[src/rtl/cp0_ctrl.sv]
// cp0_ctrl: Coprocessor-0 responder for the 5-stage MIPS pipeline.
//   clk, rst                 : clock, synchronous active-high reset
//   mem_cp0op/cs/sel/busB/pc : CP0 op and operands of the instruction in MEM
//   ext_int                  : level external interrupt lines
//   ex_cs, ex_sel            : mfc0 read address from EX
//   ex_cp0_dout              : mfc0 read data (combinational, forwards MEM mtc0)
//   cp0bubble                : flush code 0 none, 1 flush IF/ID/EX, 2 cancel cp0op in EX/MEM
//   redirect_valid/pc        : PC redirect request and target
//   cp0_status/cause/epc     : architectural registers for debug
module cp0_ctrl #(
    parameter logic [31:0] EXC_VECTOR = 32'h0000_0040,
    parameter bit          COUNT_EN   = 1'b1
) (
    input  logic        clk,
    input  logic        rst,
    input  logic [2:0]  mem_cp0op,
    input  logic [4:0]  mem_cs,
    input  logic [2:0]  mem_sel,
    input  logic [31:0] mem_busB,
    input  logic [31:0] mem_pc,
    input  logic [5:0]  ext_int,
    input  logic [4:0]  ex_cs,
    input  logic [2:0]  ex_sel,
    output logic [31:0] ex_cp0_dout,
    output logic [1:0]  cp0bubble,
    output logic        redirect_valid,
    output logic [31:0] redirect_pc,
    output logic [31:0] cp0_status,
    output logic [31:0] cp0_cause,
    output logic [31:0] cp0_epc
);
    typedef enum logic [1:0] {IDLE, FLUSH, DRAIN} state_t;
    localparam logic [2:0] OP_MTC0 = 3'b010;
    localparam logic [2:0] OP_SYSCALL = 3'b011;
    localparam logic [2:0] OP_ERET = 3'b100;

    state_t state_q, state_d;
    logic [31:0] count_q, count_d, compare_q, compare_d, epc_q, epc_d;
    logic        timer_pend_q, timer_pend_d;
    logic [7:0]  im_q, im_d;
    logic        exl_q, exl_d, ie_q, ie_d;
    logic [5:0]  ip_hw_q, ip_hw_d;
    logic [1:0]  ip_sw_q, ip_sw_d;
    logic [4:0]  exc_q, exc_d;
    logic [1:0]  bubble_q, bubble_d;
    logic        redirect_valid_q, redirect_valid_d;
    logic [31:0] redirect_pc_q, redirect_pc_d;
    logic [31:0] status, cause, rd_data, target;
    logic        idle, wr, syscall, eret, irq, take_irq, event_hit, fwd;

    // Writable bits of each implemented register; zero for unimplemented ones.
    function automatic logic [31:0] wmask(input logic [4:0] cs, input logic [2:0] sel);
        return (sel != 3'd0) ? 32'h0 :
               (cs == 5'd9 || cs == 5'd11 || cs == 5'd14) ? 32'hFFFF_FFFF :
               (cs == 5'd12) ? 32'h0000_FF03 :
               (cs == 5'd13) ? 32'h0000_0300 : 32'h0;
    endfunction

    always_comb begin
        status = {16'h0, im_q, 6'h0, exl_q, ie_q};
        cause = {16'h0, ip_hw_q, ip_sw_q, 1'b0, exc_q, 2'b0};
        rd_data = (ex_sel != 3'd0) ? 32'h0 :
                  (ex_cs == 5'd9)  ? count_q :
                  (ex_cs == 5'd11) ? compare_q :
                  (ex_cs == 5'd12) ? status :
                  (ex_cs == 5'd13) ? cause :
                  (ex_cs == 5'd14) ? epc_q : 32'h0;
        fwd = mem_cp0op == OP_MTC0 && mem_cs == ex_cs && mem_sel == ex_sel;
        ex_cp0_dout = fwd ? (mem_busB & wmask(ex_cs, ex_sel)) : rd_data;
        idle = state_q == IDLE;
        // Flushed instructions in FLUSH/DRAIN neither write nor raise events.
        wr = idle && mem_cp0op == OP_MTC0 && mem_sel == 3'd0;
        syscall = idle && mem_cp0op == OP_SYSCALL;
        eret = idle && mem_cp0op == OP_ERET;
        irq = ie_q & ~exl_q & |(cause[15:8] & im_q);
        take_irq = idle && irq && mem_cp0op != OP_MTC0 && !syscall && !eret;
        event_hit = syscall || eret || take_irq;
        target = eret ? epc_q : EXC_VECTOR;
        count_d = (wr && mem_cs == 5'd9) ? mem_busB : count_q + {31'd0, COUNT_EN};
        compare_d = (wr && mem_cs == 5'd11) ? mem_busB : compare_q;
        timer_pend_d = (wr && mem_cs == 5'd11) ? 1'b0 : timer_pend_q | (count_q == compare_q);
        ip_hw_d = {timer_pend_d | ext_int[5], ext_int[4:0]};
        im_d = (wr && mem_cs == 5'd12) ? mem_busB[15:8] : im_q;
        ie_d = (wr && mem_cs == 5'd12) ? mem_busB[0] : ie_q;
        // Event side effects override a coincident mtc0 on EXL/ExcCode.
        exl_d = (syscall || take_irq) ? 1'b1 : eret ? 1'b0 :
                (wr && mem_cs == 5'd12) ? mem_busB[1] : exl_q;
        ip_sw_d = (wr && mem_cs == 5'd13) ? mem_busB[9:8] : ip_sw_q;
        exc_d = syscall ? 5'd8 : take_irq ? 5'd0 : exc_q;
        // An interrupt lets the MEM instruction commit, so resume after it.
        epc_d = syscall ? mem_pc : take_irq ? mem_pc + 32'd4 :
                (wr && mem_cs == 5'd14) ? mem_busB : epc_q;
        state_d = idle ? (event_hit ? FLUSH : IDLE) : (state_q == FLUSH) ? DRAIN : IDLE;
        bubble_d = (state_d == FLUSH) ? 2'd1 : (state_d == DRAIN) ? 2'd2 : 2'd0;
        redirect_valid_d = state_d == FLUSH;
        redirect_pc_d = event_hit ? target : redirect_pc_q;
    end

    always_ff @(posedge clk) begin
        if (rst) begin
            state_q <= IDLE;
            count_q <= 32'h0;
            compare_q <= 32'hFFFF_FFFF;
            epc_q <= 32'h0;
            timer_pend_q <= 1'b0;
            im_q <= 8'h0;
            exl_q <= 1'b0;
            ie_q <= 1'b0;
            ip_hw_q <= 6'h0;
            ip_sw_q <= 2'h0;
            exc_q <= 5'h0;
            bubble_q <= 2'd0;
            redirect_valid_q <= 1'b0;
            redirect_pc_q <= 32'h0;
        end else begin
            state_q <= state_d;
            count_q <= count_d;
            compare_q <= compare_d;
            epc_q <= epc_d;
            timer_pend_q <= timer_pend_d;
            im_q <= im_d;
            exl_q <= exl_d;
            ie_q <= ie_d;
            ip_hw_q <= ip_hw_d;
            ip_sw_q <= ip_sw_d;
            exc_q <= exc_d;
            bubble_q <= bubble_d;
            redirect_valid_q <= redirect_valid_d;
            redirect_pc_q <= redirect_pc_d;
        end
    end

    assign cp0bubble = bubble_q;
    assign redirect_valid = redirect_valid_q;
    assign redirect_pc = redirect_pc_q;
    assign cp0_status = status;
    assign cp0_cause = cause;
    assign cp0_epc = epc_q;
endmodule

[config.mk]
export PLATFORM = sky130hd
export DESIGN_NAME = cp0_ctrl
export DESIGN_NICKNAME = d
export VERILOG_FILES = /design/src/rtl/cp0_ctrl.sv
export SDC_FILE = /design/constraint.sdc
export NUM_CORES = 1
export LEC_CHECK = 0
export ABC_AREA = 0
export CAP_MARGIN = 10
export CORE_AREA = 10 10 171 173
export CTS_CLUSTER_SIZE = 20
export DETAILED_ROUTE_END_ITERATION = 16
export DIE_AREA = 0 0 181 183
export MAX_ROUTING_LAYER = met4
export SETUP_SLACK_MARGIN = 0.2
export SYNTH_ARGS = -nofsm -noshare
export SYNTH_HDL_FRONTEND = slang
export SYNTH_SLANG_ARGS = --single-unit
export TNS_END_PERCENT = 1
[constraint.sdc]
create_clock -name clk -period 2.15 [get_ports clk]
set_input_delay 0.43 -clock clk [delete_from_list [all_inputs] [get_ports clk]]
set_output_delay 0.43 -clock clk [all_outputs]
set_load 0.01 [all_outputs]
# Word level (Yosys, flattened, before mapping)
# Cells that the tools add are included.
# W data, S select, Z words.
[word_totals]
word_cells = 101
register_bits = 153
[op_classes]
eq_ne = 20
n_reduce_logical = 30
n_bitwise = 7
n_addsub = 2
muxes = 27
[op_table]
columns = ["op", "n"]
rows = [
  ["$mux W32", 14],
  ["$eq A5 B4 Y1 const B", 10],
  ["$add A32 B1 Y32 const B", 1],
  ["$add A32 B3 Y32 const B", 1],
  ["$and A32 B32 Y32", 1],
  ["$eq A32 B32 Y1", 1],
  ["$mux W16", 1],
  ["$logic_and A1 B1 Y1", 15],
  ["$mux W10", 1],
  ["$reduce_bool A3 Y1", 3],
  ["$and A8 B8 Y8", 1],
  ["$mux W4", 2],
  ["$reduce_or A8 Y1", 1],
  ["$eq A3 B2 Y1 const B", 2],
  ["$mux W1", 6],
  ["$mux W2", 3],
  ["$eq A5 B5 Y1", 1],
  ["$logic_or A1 B1 Y1", 5],
  ["$eq A2 B1 Y1 const B", 2],
  ["$eq A3 B3 Y1", 1],
  ["$eq A3 B3 Y1 const B", 1],
  ["$logic_not A3 Y1", 1],
  ["$ne A3 B2 Y1 const B", 1],
  ["$and A1 B1 Y1", 2],
  ["other kinds (7)", 9],
]

# Logic depth before layout (Yosys ltp)
# Gate-level depths: netlist (run 1).
[depth]
word_depth = 13
ltp_mapped = 9

# Worst setup path before layout (run 1)
# Ideal clock, no wire load.
[synth_timing]
path_kind = "input to output"
startpoint = "in ex_cs[4]"
endpoint = "out ex_cp0_dout[19]"
n_path_buf = 2
path_slack_ps = -226
cell_stages = 6
t_arrival_ps = 1946
cell_sequence = "nor4bb_1 clkbuf_1 buf_1 a22o_1 o21ai_0 o2bb2ai_1"
[synth_via]
elab_chain_len = 8
word_cells_on_any_way = 20
cone_classes = "eq/ne (6); mux (9); bitwise (1); reduce/logical (4)"
[synth_lines]
columns = ["item", "line_no", "source"]
rows = [
  ["start: declaration", "22", "input logic [4:0] ex_cs,"],
  ["$eq A5 B4 Y1", "54, 67", ""],
  ["$mux W32", "67", "(ex_cs == 5'd14) ? epc_q : 32'h0;"],
  ["$mux W32", "66", "(ex_cs == 5'd13) ? cause :"],
  ["$mux W32", "65", "(ex_cs == 5'd12) ? status :"],
  ["$mux W32", "64", "(ex_cs == 5'd11) ? compare_q :"],
  ["$mux W32", "63", "(ex_cs == 5'd9) ? count_q :"],
  ["$mux W32", "62", "rd_data = (ex_sel != 3'd0) ? 32'h0 :"],
  ["$mux W32 (*)", "69", "ex_cp0_dout = fwd ? (mem_busB & wmask(ex_cs, ex_sel)) : rd_data;"],
  ["end: declaration", "24", "output logic [31:0] ex_cp0_dout,"],
]
# Mark *: on every way between the ends. The rest lies on a longest branch, timed or not.

# Worst setup path in the final report (run 1)
[layout_timing]
startpoint = "in mem_cp0op[0]"
endpoint = "out ex_cp0_dout[16]"
[layout_via]
elab_chain_len = 4
[layout_lines]
columns = ["item", "line_no", "source"]
rows = [
  ["start: declaration", "16", "input logic [2:0] mem_cp0op,"],
  ["$eq A3 B2 Y1", "68", "fwd = mem_cp0op == OP_MTC0 && mem_cs == ex_cs && mem_sel == ex_sel;"],
  ["$logic_and A1 B1 Y1 (2 in series)", "68", ""],
  ["$mux W32", "69", ""],
]
# Every way passes these cells.

==> impl_metrics.tcl, run 1 <==
set metrics [dict create \
    fill_cells 2369 \
    violations "negative setup slack" \
    r2r_setup_slack_ns 0 \
    synth_common_cells "152 x dfxtp_1, 116 x nor2_1, 107 x nand2_1, 64 x clkbuf_1, 49 x xnor2_1" \
    floorplan.rows 59 \
    syn_inst 1100 \
    worst_slack_ns -0.306 \
    drt_iter0_drc 744 \
    ir_drop_mv 0.564 \
    required_ns 1.72 \
    fin_crit_sh_pct 114 \
    cp_slowest_cell "nor4_4" \
    critPathLaunchType "primary input" \
    via_per_inst 5.41 \
    vias 9882 \
    synthFlopType "dfxtp_1" \
    period_needed_ns 2.46 \
    grt_max_degree 112 \
    htreeDepth 4 \
    rr_worst_depth 6 \
    synth_warnings 0 \
    timing.hold.ws_ns 0.458 \
    cellLeakagePower_nw 5.59 \
    path_clk_slew_ns 0.06 \
    arrival_ns 2.03 \
    antenna_found_initial 0 \
    hp-class "flop to flop" \
    grtUsageMet3_pct 4.35 \
    crit_chain "buf_8 > nor3b_4 > nand4_1 > nor4_4 > buf_4 > nand2b_4 > clkbuf_16 > o2bb2ai_1 > clkbuf_2" \
    first_pass_iters 5 \
    core_mm2 0.0258 \
    crit_path_end "ex_cp0_dout[16]" \
    drt-total-wl_um 40300 \
    final_cell_area_mm2 0.0143 \
    grt_util_all_layers_pct 23.3 \
    die_w_um 181 \
    async_flop_share_pct 0 \
    ys_seq_elements 152 \
    startpoint "mem_cp0op[0]" \
    drive_gt1_share_pct 30.9 \
    cts.sinks 152 \
    ant_nets 0 \
    die_area_mm2 0.0331 \
    nets 1573 \
    gp_congestion 0.950 \
    worstPathMaxFanout 6 \
    cts_root_buffer "clkbuf_16" \
    num_antenna_cells 0 \
    synth-edff-count 0 \
    ios 254 \
    grt_util_met2_pct 37.5 \
    synth_area_leaders "dfxtp_1 34%, mux2i_1 5.3%, nor2_1 4.9%, xnor2_1 4.8%, nand2_1 4.5%" \
    cts_tree "done" \
    end_kind "output pin" \
    die_h_um 183 \
    initial_core_util_pct 34.6 \
    syn_to_final_growth_pct 60.7 \
    postCtsHoldBufs 0 \
    rsz0062_at_grt "true" \
    hold_viol 0 \
    maxSlewViolCount 0 \
    r2r_end "cp0_epc[12]" \
    setup_viol 33 \
    relSlewSlack_pct 61.0 \
    reg2reg_from "state_q[1]" \
    clockBufferDepth 2 \
    grt_overflow 0 \
    synth_area_mm2 0.00892 \
    syn_area_per_cell_um2 8.11 \
    grt_pass1_wl_um 59100 \
    status "complete, but fails checks" \
    routedWlPerCell_um 22.1 \
    grt_pass1_vias 9719 \
    cpPeakStageDelay_ns 0.32 \
    worst_pin_slew_ns 0.586 \
    synth_top_cell_area_share_pct 34.1 \
    dpl.hpwl_um 30400 \
    place_area_mm2 0.0129 \
    power_density_mw_per_mm2 523 \
    synth_most_common_cell "dfxtp_1" \
    clk_latency_ns 0.42 \
    path_class "primary input to output pin" \
    grt-busiest-layer "met2" \
    use_met1_pct 29.3 \
    portBuffers 208 \
    fmax_ghz 0.407 \
    yosys.area.top_type "dfxtp_1" \
    yosys.cell_types.count 64 \
    drv_cap 0 \
    drc_errors 0 \
    finClkSkew_ns 0.00993 \
    cts_buffers 17 \
    synth-seq-area-share_pct 34.1 \
]
worst min path at each step:
stage | slack (ns) | depth (start not counted) | startpoint | end
after floorplan | 0.46 | 1 | state_q[1] | state_q[1]
after global placement | 0.45 | 2 | redirect_pc[6] | redirect_pc[6]
after detailed placement | 0.46 | 2 | redirect_pc[6] | redirect_pc[6]
after CTS | 0.47 | 2 | redirect_pc[6] | redirect_pc[6]
after global routing | 0.49 | 2 | redirect_pc[6] | redirect_pc[6]
final | 0.46 | 2 | redirect_pc[6] | redirect_pc[6]
critical path, delay by kind of cell:
kind,cells,cell delay (ns)
buffers and inverters,4,0.60
AND/OR/NAND/NOR,4,0.93
AO/OA/AOI/OAI,1,0.07
area by class of cell:
type / count / area [µm²] / area share (%)
Inverter: 8 / 30.0 / 0.209
Tap cell: 335 / 419 / 2.92
Clock buffer: 19 / 443 / 3.09
Timing Repair Buffer: 447 / 4160 / 29.0
Sequential cell: 152 / 3080 / 21.5
Multi-Input combinational cell: 854 / 6010 / 41.9
Clock inverter: 12 / 200 / 1.40
flip-flops by register name (all words and copies together), names as in the netlist, 2 cells and up:
name         count
ip_sw_q          2
compare_q       32
cp0_epc         32
state_q          2
cp0bubble        2
count_q         32
ip_hw_q          6
im_q             8
redirect_pc     32
cells in the final DEF, fill, tap and decap left out, types with 9 or more instances in the layout:
master | synthesis | final
mux2i_1 | 47 | 45
nor2b_1 | 10 | 10
o2bb2ai_2 | 0 | 18
o21ai_0 | 42 | 22
buf_2 | 9 | 27
a22oi_1 | 47 | 44
a311oi_1 | 11 | 10
a22o_1 | 21 | 21
o21ai_2 | 0 | 14
nor3_1 | 18 | 18
a211oi_1 | 39 | 37
buf_12 | 0 | 21
buf_6 | 0 | 27
xnor2_1 | 49 | 43
nand3_1 | 39 | 35
conb_1 | 1 | 45
clkdlybuf4s50_1 | 0 | 151
nand4_1 | 30 | 30
nor2_1 | 116 | 110
nand2_1 | 107 | 100
buf_4 | 48 | 192
clkbuf_16 | 0 | 21
o21ai_1 | 14 | 18
clkbuf_2 | 0 | 10
dfxtp_2 | 0 | 21
a21oi_1 | 36 | 35
mux2_2 | 9 | 9
nand2b_1 | 28 | 25
xor2_1 | 25 | 24
dfxtp_1 | 152 | 129
and3_1 | 10 | 9
metal layers:
layer  wire length, µm  vias up
met1             17500     4738
met4              1030        0
met5                 0        -
met3              2740       54
li1                  -     4648
met2             19100      442
logic make-up (layout without fill, tap and decap cells):
kind of cell | after synthesis | after routing | synth area share [%]
AOI/OAI and AO/OA | 273 | 273 | 21.4
xor gates and xnor gates | 74 | 74 | 7.26
adders and majority gates | 2 | 2 | 0.280
buffers and inverters | 139 | 486 | 7.99
DFF | 152 | 152 | 34.1
muxes | 56 | 56 | 6.41
other | 1 | 45 | 0.0420
and+or+nand+nor | 403 | 404 | 22.5
timing repair:
action                     4_1_cts  5_1_grt
hold endpoints to repair         0        0
pin swaps                       17       62
buffers inserted                 5        8
setup endpoints to repair      156      170
gates resized for setup        157      234
cloned                           1        5
metrics by stage:
stage	power (mW)	utilization (%)	setup slack (ns)	TNS, ns	instances
CTS	7.44	53.1	-0.619	-17.95	1814
global placement	4.09	49.9	-1.00	-77.97	1777
finish	7.50	55.7	-0.306	-7.96	1827
detailed placement	4.09	49.9	-1.02	-79.57	1777
floorplan	3.42	-	0.103	0	1144
global route	7.72	55.7	-0.351	-9.71	1827
where the power goes:
part / total, mW / switching, mW / internal (mW) / leakage [nW]
Sequential: 2.93 / 0.0592 / 2.87 / 1.24
Combinational: 1.22 / 0.620 / 0.597 / 4.04
Clock: 3.35 / 1.27 / 2.09 / 0.305
Total: 7.50 / 1.95 / 5.55 / 5.59
Power figures use the tool's default switching activity.
==> run 2: changes to the inputs <==
Settings changed: ABC_AREA 0 to not set.
==> results of run 2 <==
No change in the layout: final DEF, timing and power equal those of run 1.
==> edit 1, RTL diff (flow settings as in run 2) <==
The 3 states of `state_t` get a one-hot encoding in 3 bits.
--- a/src/rtl/cp0_ctrl.sv
+++ b/src/rtl/cp0_ctrl.sv
@@ -29,7 +29,7 @@
     output logic [31:0] cp0_cause,
     output logic [31:0] cp0_epc
 );
-    typedef enum logic [1:0] {IDLE, FLUSH, DRAIN} state_t;
+    typedef enum logic [2:0] {IDLE = 3'b001, FLUSH = 3'b010, DRAIN = 3'b100} state_t;
     localparam logic [2:0] OP_MTC0 = 3'b010;
     localparam logic [2:0] OP_SYSCALL = 3'b011;
     localparam logic [2:0] OP_ERET = 3'b100;
Check against the original RTL: no difference found for any inputs over 4 cycles, from zero or initial values and one cycle with rst high; so few cycles prove little.
==> edit 1 against run 2 <==
The run still ends with setup timing left; sequential cell count did not move; total power decreased by 6.9%; area after synthesis grew 0.60%; largest power group is now registers; largest cell class unchanged; via count decreased by 1.4%; design area fell by 2.3%; clock skew increased by 0.0026 ns; setup slack lost 0.20 ns; global-route usage rose by 0.50 points; routed wire length is 0.18% lower; register-to-register slack improved by 0.14 ns.
==> edit 1: results (changes against run 2) <==
* Run status: finished, violations left (unchanged)
* Violations in the final reports: setup timing (unchanged)
* Resized cells post-CTS at 316 (was 157)
* Inverters, non-clock at 15 (was 8)
* Worst slack at placement at -1.23 ns (was -1.02 ns)
* Static Leak at 0.00581 uW (was 0.00559 uW)
* Reg2reg end: im_q[3] (was cp0_epc[12])
* Total internal power at 4940 uW (was 5550 uW)
* Starting DRT DRC Count at 905 (was 744)
* Setup bufs post-CTS at 6 (was 5)
* Worst clock skew on the final layout at 0.0125 ns (was 0.00993 ns)
* Fraction of the mapped netlist area in adder cells at 0.279% (was 0.280%)
* M1 WL at 17.6 mm (was 17.5 mm)
* Half-perimeter wire length after placement at 31.3 mm (was 30.4 mm)
* Summed negative setup slack over all endpoints at -12.72 ns (was -7.96 ns)
* Mean number of vias per cell at 5.38 (was 5.41)
* Post-synth cell types at 73 (was 64)
* Average cell area after synthesis at 8.26 um2 (was 8.11 um2)
* Tightest Hold Check Type: in2reg (was reg2reg)
* Arrival time of the worst setup path at 2.23 ns (was 2.03 ns)
* Length of routed met2 wiring at 18.6 mm (was 19.1 mm)
* Net switching power at 2050 uW (was 1950 uW)
* Dominant cells by area after synthesis: sky130_fd_sc_hd__dfxtp_1, sky130_fd_sc_hd__xnor2_1, sky130_fd_sc_hd__nor2_1 (was sky130_fd_sc_hd__dfxtp_1, sky130_fd_sc_hd__mux2i_1, sky130_fd_sc_hd__nor2_1)
* Comb power frac at 16.6% (was 16.2%)
* Final worst setup slack at -0.507 ns (was -0.306 ns)
* Critical path launch point: ex_cs[1] (was mem_cp0op[0])
* Design Area, Final at 0.0140 mm2 (was 0.0143 mm2)
* Total routed wirelength at 40.3 mm (about the same)
* Setup-violating endpoint count in the final report at 32 (was 33)
* Critical path fanouts, max at 5 (was 6)
* Data buffer area share at 28.7% (was 29.0%)
* Worst setup path endpoint: ex_cp0_dout[28] (was ex_cp0_dout[16])
* Hold worst-path end: ip_hw_q[3] (was redirect_pc[6])
* Inst Count DP at 1,770 (was 1,777)
* Via Count at 9,742 (was 9,882)
* Ratio of cells with drive above 1 in the final layout at 31.7% (was 30.9%)
* Multiplexer area fraction after synthesis at 5.63% (was 6.41%)
* Fraction of area in clock buffers and inverters at 3.90% (was 4.49%)
* Fill cells at 2,390 (was 2,369)
* Number of clock buffer instances in the layout at 18 (was 19)
* Compound-gate portion of the synthesized area at 20.5% (was 21.4%)
* Bufs w/o clock at 445 (was 447)
* Max IR drop VDD at 431 uV (was 564 uV)
* Metal3 WL at 3.18 mm (was 2.74 mm)
* Cell type of the slowest stage on the worst timing path: sky130_fd_sc_hd__nor4_2 (was sky130_fd_sc_hd__nor4_4)
* Post-Synth XOR/XNOR Area at 8.49% (was 7.26%)
* Post-placement cell area at 0.0128 mm2 (was 0.0129 mm2)
* Hold path startpoint: rst (was redirect_pc[6])
* Final weighted congestion in routability-driven placement at 0.977 (was 0.950)
* Pin count of the biggest net entering global routing at 35 (was 112)
* Multi-input comb cells at 831 (was 854)
* Reg2Reg Setup Slack at 0.14 ns (was 0 ns)
* Wire length of the first global-routing pass at 59.6 mm (was 59.1 mm)
-- edit 1: cell types whose count changed after synthesis, moves of 8 or more --
| cell | delta |
|---|---|
| sky130_fd_sc_hd__buf_2 | +9 |
| sky130_fd_sc_hd__xnor2_1 | +11 |
| sky130_fd_sc_hd__clkbuf_1 | -9 |
| sky130_fd_sc_hd__nor2_1 | +20 |
| sky130_fd_sc_hd__a21oi_1 | -8 |
| sky130_fd_sc_hd__o22ai_1 | +9 |
| sky130_fd_sc_hd__o21ai_0 | -22 |
| sky130_fd_sc_hd__a22oi_1 | +20 |
| sky130_fd_sc_hd__mux2_2 | -9 |
| sky130_fd_sc_hd__inv_1 | +8 |
| sky130_fd_sc_hd__nand2b_1 | -17 |
| sky130_fd_sc_hd__o21ai_1 | -13 |
-- edit 1: critical path, delay by kind of cell --
kind | cells | cell delay [ns]
simple gates | 3 | 0.73
xor+xnor | 1 | 0.12
buf+inv | 5 | 0.63
compound gates | 2 | 0.31
==> edit 2, RTL diff (settings of run 2) <==
Without the edit above. Change the parameter `COUNT_EN` from 1'b1 to 1'b0.
--- a/src/rtl/cp0_ctrl.sv
+++ b/src/rtl/cp0_ctrl.sv
@@ -9,7 +9,7 @@
 //   cp0_status/cause/epc     : architectural registers for debug
 module cp0_ctrl #(
     parameter logic [31:0] EXC_VECTOR = 32'h0000_0040,
-    parameter bit          COUNT_EN   = 1'b1
+    parameter bit          COUNT_EN   = 1'b0
 ) (
     input  logic        clk,
     input  logic        rst,
Behaviour: not the same (a bounded check fails within 4 cycles, from zero or initial values and one cycle with rst high).
==> edit 2 against run 2 <==
Largest cell class unchanged; routed wire length fell by 3.1%; the run still ends with setup timing left; sequential cell count did not move; area after synthesis fell by 6.0%; combinational power fell by 6%; highest routed layer unchanged; design area fell by 5.0%; setup slack got worse by 0.23 ns; count of clock-buffer cells in the layout did not move; clock power fell by 1%; total power fell by 1.8%; critical path depth did not move; clock skew fell by 0.0027 ns; final cell count fell by 0.38%.
==> edit 2: results (changes against run 2) <==
* Run status: finished, violations left (unchanged)
* Violations in the final reports: setup timing (unchanged)
* Critical path fanouts, max at 3 (was 6)
* Worst slack at placement at -1.34 ns (was -1.02 ns)
* Metal3 WL at 2.91 mm (was 2.74 mm)
* Post-synthesis sequential area ratio at 36.3% (was 34.1%)
* Post-synth cell types at 69 (was 64)
* Critical path launch point: mem_cs[1] (was mem_cp0op[0])
* Met2 GRT Util at 36.3% (was 37.5%)
* Total routed wirelength at 39.1 mm (was 40.3 mm)
* Starting DRT DRC Count at 807 (was 744)
* Cell type of the slowest stage on the worst timing path: sky130_fd_sc_hd__or4_4 (was sky130_fd_sc_hd__nor4_4)
* Via Count at 9,657 (was 9,882)
* Count of cells along the worst register-to-register path at 10 (was 6)
* Most frequent cells after synthesis: sky130_fd_sc_hd__nand2_1, sky130_fd_sc_hd__dfxtp_1, sky130_fd_sc_hd__a21oi_1 (was sky130_fd_sc_hd__dfxtp_1, sky130_fd_sc_hd__nor2_1, sky130_fd_sc_hd__nand2_1)
* Fill cells at 2,481 (was 2,369)
* Startpoint of the lowest-slack register-to-register path: state_q[0] (was state_q[1])
* Max IR drop VDD at 467 uV (was 564 uV)
* Biggest cell delay along the critical path at 0.45 ns (was 0.32 ns)
* Ratio of cells with drive above 1 in the final layout at 31.6% (was 30.9%)
* Arrival time of the worst setup path at 2.26 ns (was 2.03 ns)
* Summed negative setup slack over all endpoints at -15.93 ns (was -7.96 ns)
* Length of routed met2 wiring at 18.4 mm (was 19.1 mm)
* Global-route track usage on met3 at 3.90% (was 4.35%)
* Pin count of the biggest net entering global routing at 45 (was 112)
* Final weighted congestion in routability-driven placement at 0.980 (was 0.950)
* Static Leak at 0.00538 uW (was 0.00559 uW)
* Count of nets after finishing at 1,564 (was 1,573)
* Final worst setup slack at -0.540 ns (was -0.306 ns)
* Met1 track demand over resource in global routing at 29.6% (was 29.3%)
* Setup-violating endpoint count in the final report at 32 (was 33)
* Vias in the first global route at 9,442 (was 9,719)
* Hold path startpoint: mem_pc[4] (was redirect_pc[6])
* Wire length of the first global-routing pass at 58.1 mm (was 59.1 mm)
* Dominant cells by area after synthesis: sky130_fd_sc_hd__dfxtp_1, sky130_fd_sc_hd__nand2_1, sky130_fd_sc_hd__a21oi_1 (was sky130_fd_sc_hd__dfxtp_1, sky130_fd_sc_hd__mux2i_1, sky130_fd_sc_hd__nor2_1)
==> edit 2: where the power goes <==
| part | internal, uW | total [uW] | switching [uW] |
|---|---|---|---|
| sequential | 2870 | 2920 | 52.7 |
| clock | 1990 | 3300 | 1310 |
| combinational | 541 | 1150 | 609 |
==> edit 2: layout make-up <==
class	count	area, um2	share of cell area [%]
timing repair buffer	439	3900	28.6
tap	335	419	3.08
clock buffer	19	443	3.25
clock inverter	13	194	1.42
sequential	152	3060	22.5
multi-input combinational	846	5540	40.7
inverter	16	60.1	0.441
==> edit 2: logic make-up after synthesis <==
family | count (synthesis) | synth area share (%)
compound gates | 293 | 22.0
xor+xnor | 47 | 4.91
fa+ha+maj | 1 | 0.149
buf+inv | 133 | 8.74
flops | 152 | 36.3
mux | 36 | 4.36
other cells | 1 | 0.0447
simple gates | 424 | 23.5
==> edit 2: path summary, 6_finish.rpt <==
check | to | slack (ns)
worst max-delay path | ex_cp0_dout[9] | -0.54
worst min-delay path | cp0_epc[4] | 0.40
worst max register to register | count_q[22] | 0.07
worst min register to register | redirect_pc[10] | 0.45
==> edit 2: per-stage QoR <==
| stage | hold WS [ns] | cells | utilization [%] |
|---|---|---|---|
| 2_1_floorplan | 0.454 | 1131 | - |
| 3_3_place_gp | 0.441 | 1785 | 47.7 |
| 3_5_place_dp | 0.446 | 1785 | 47.7 |
| 4_1_cts | 0.398 | 1819 | 50.7 |
| 5_1_grt | 0.435 | 1820 | 52.9 |
| 6_report | 0.403 | 1820 | 52.9 |
==> edit 2: timing repair <==
item,CTS,global route
pin swaps,32,89
buffers inserted,2,1
endpoints found under the hold margin,0,0
gates resized for setup,297,148
setup endpoints to repair,193,151
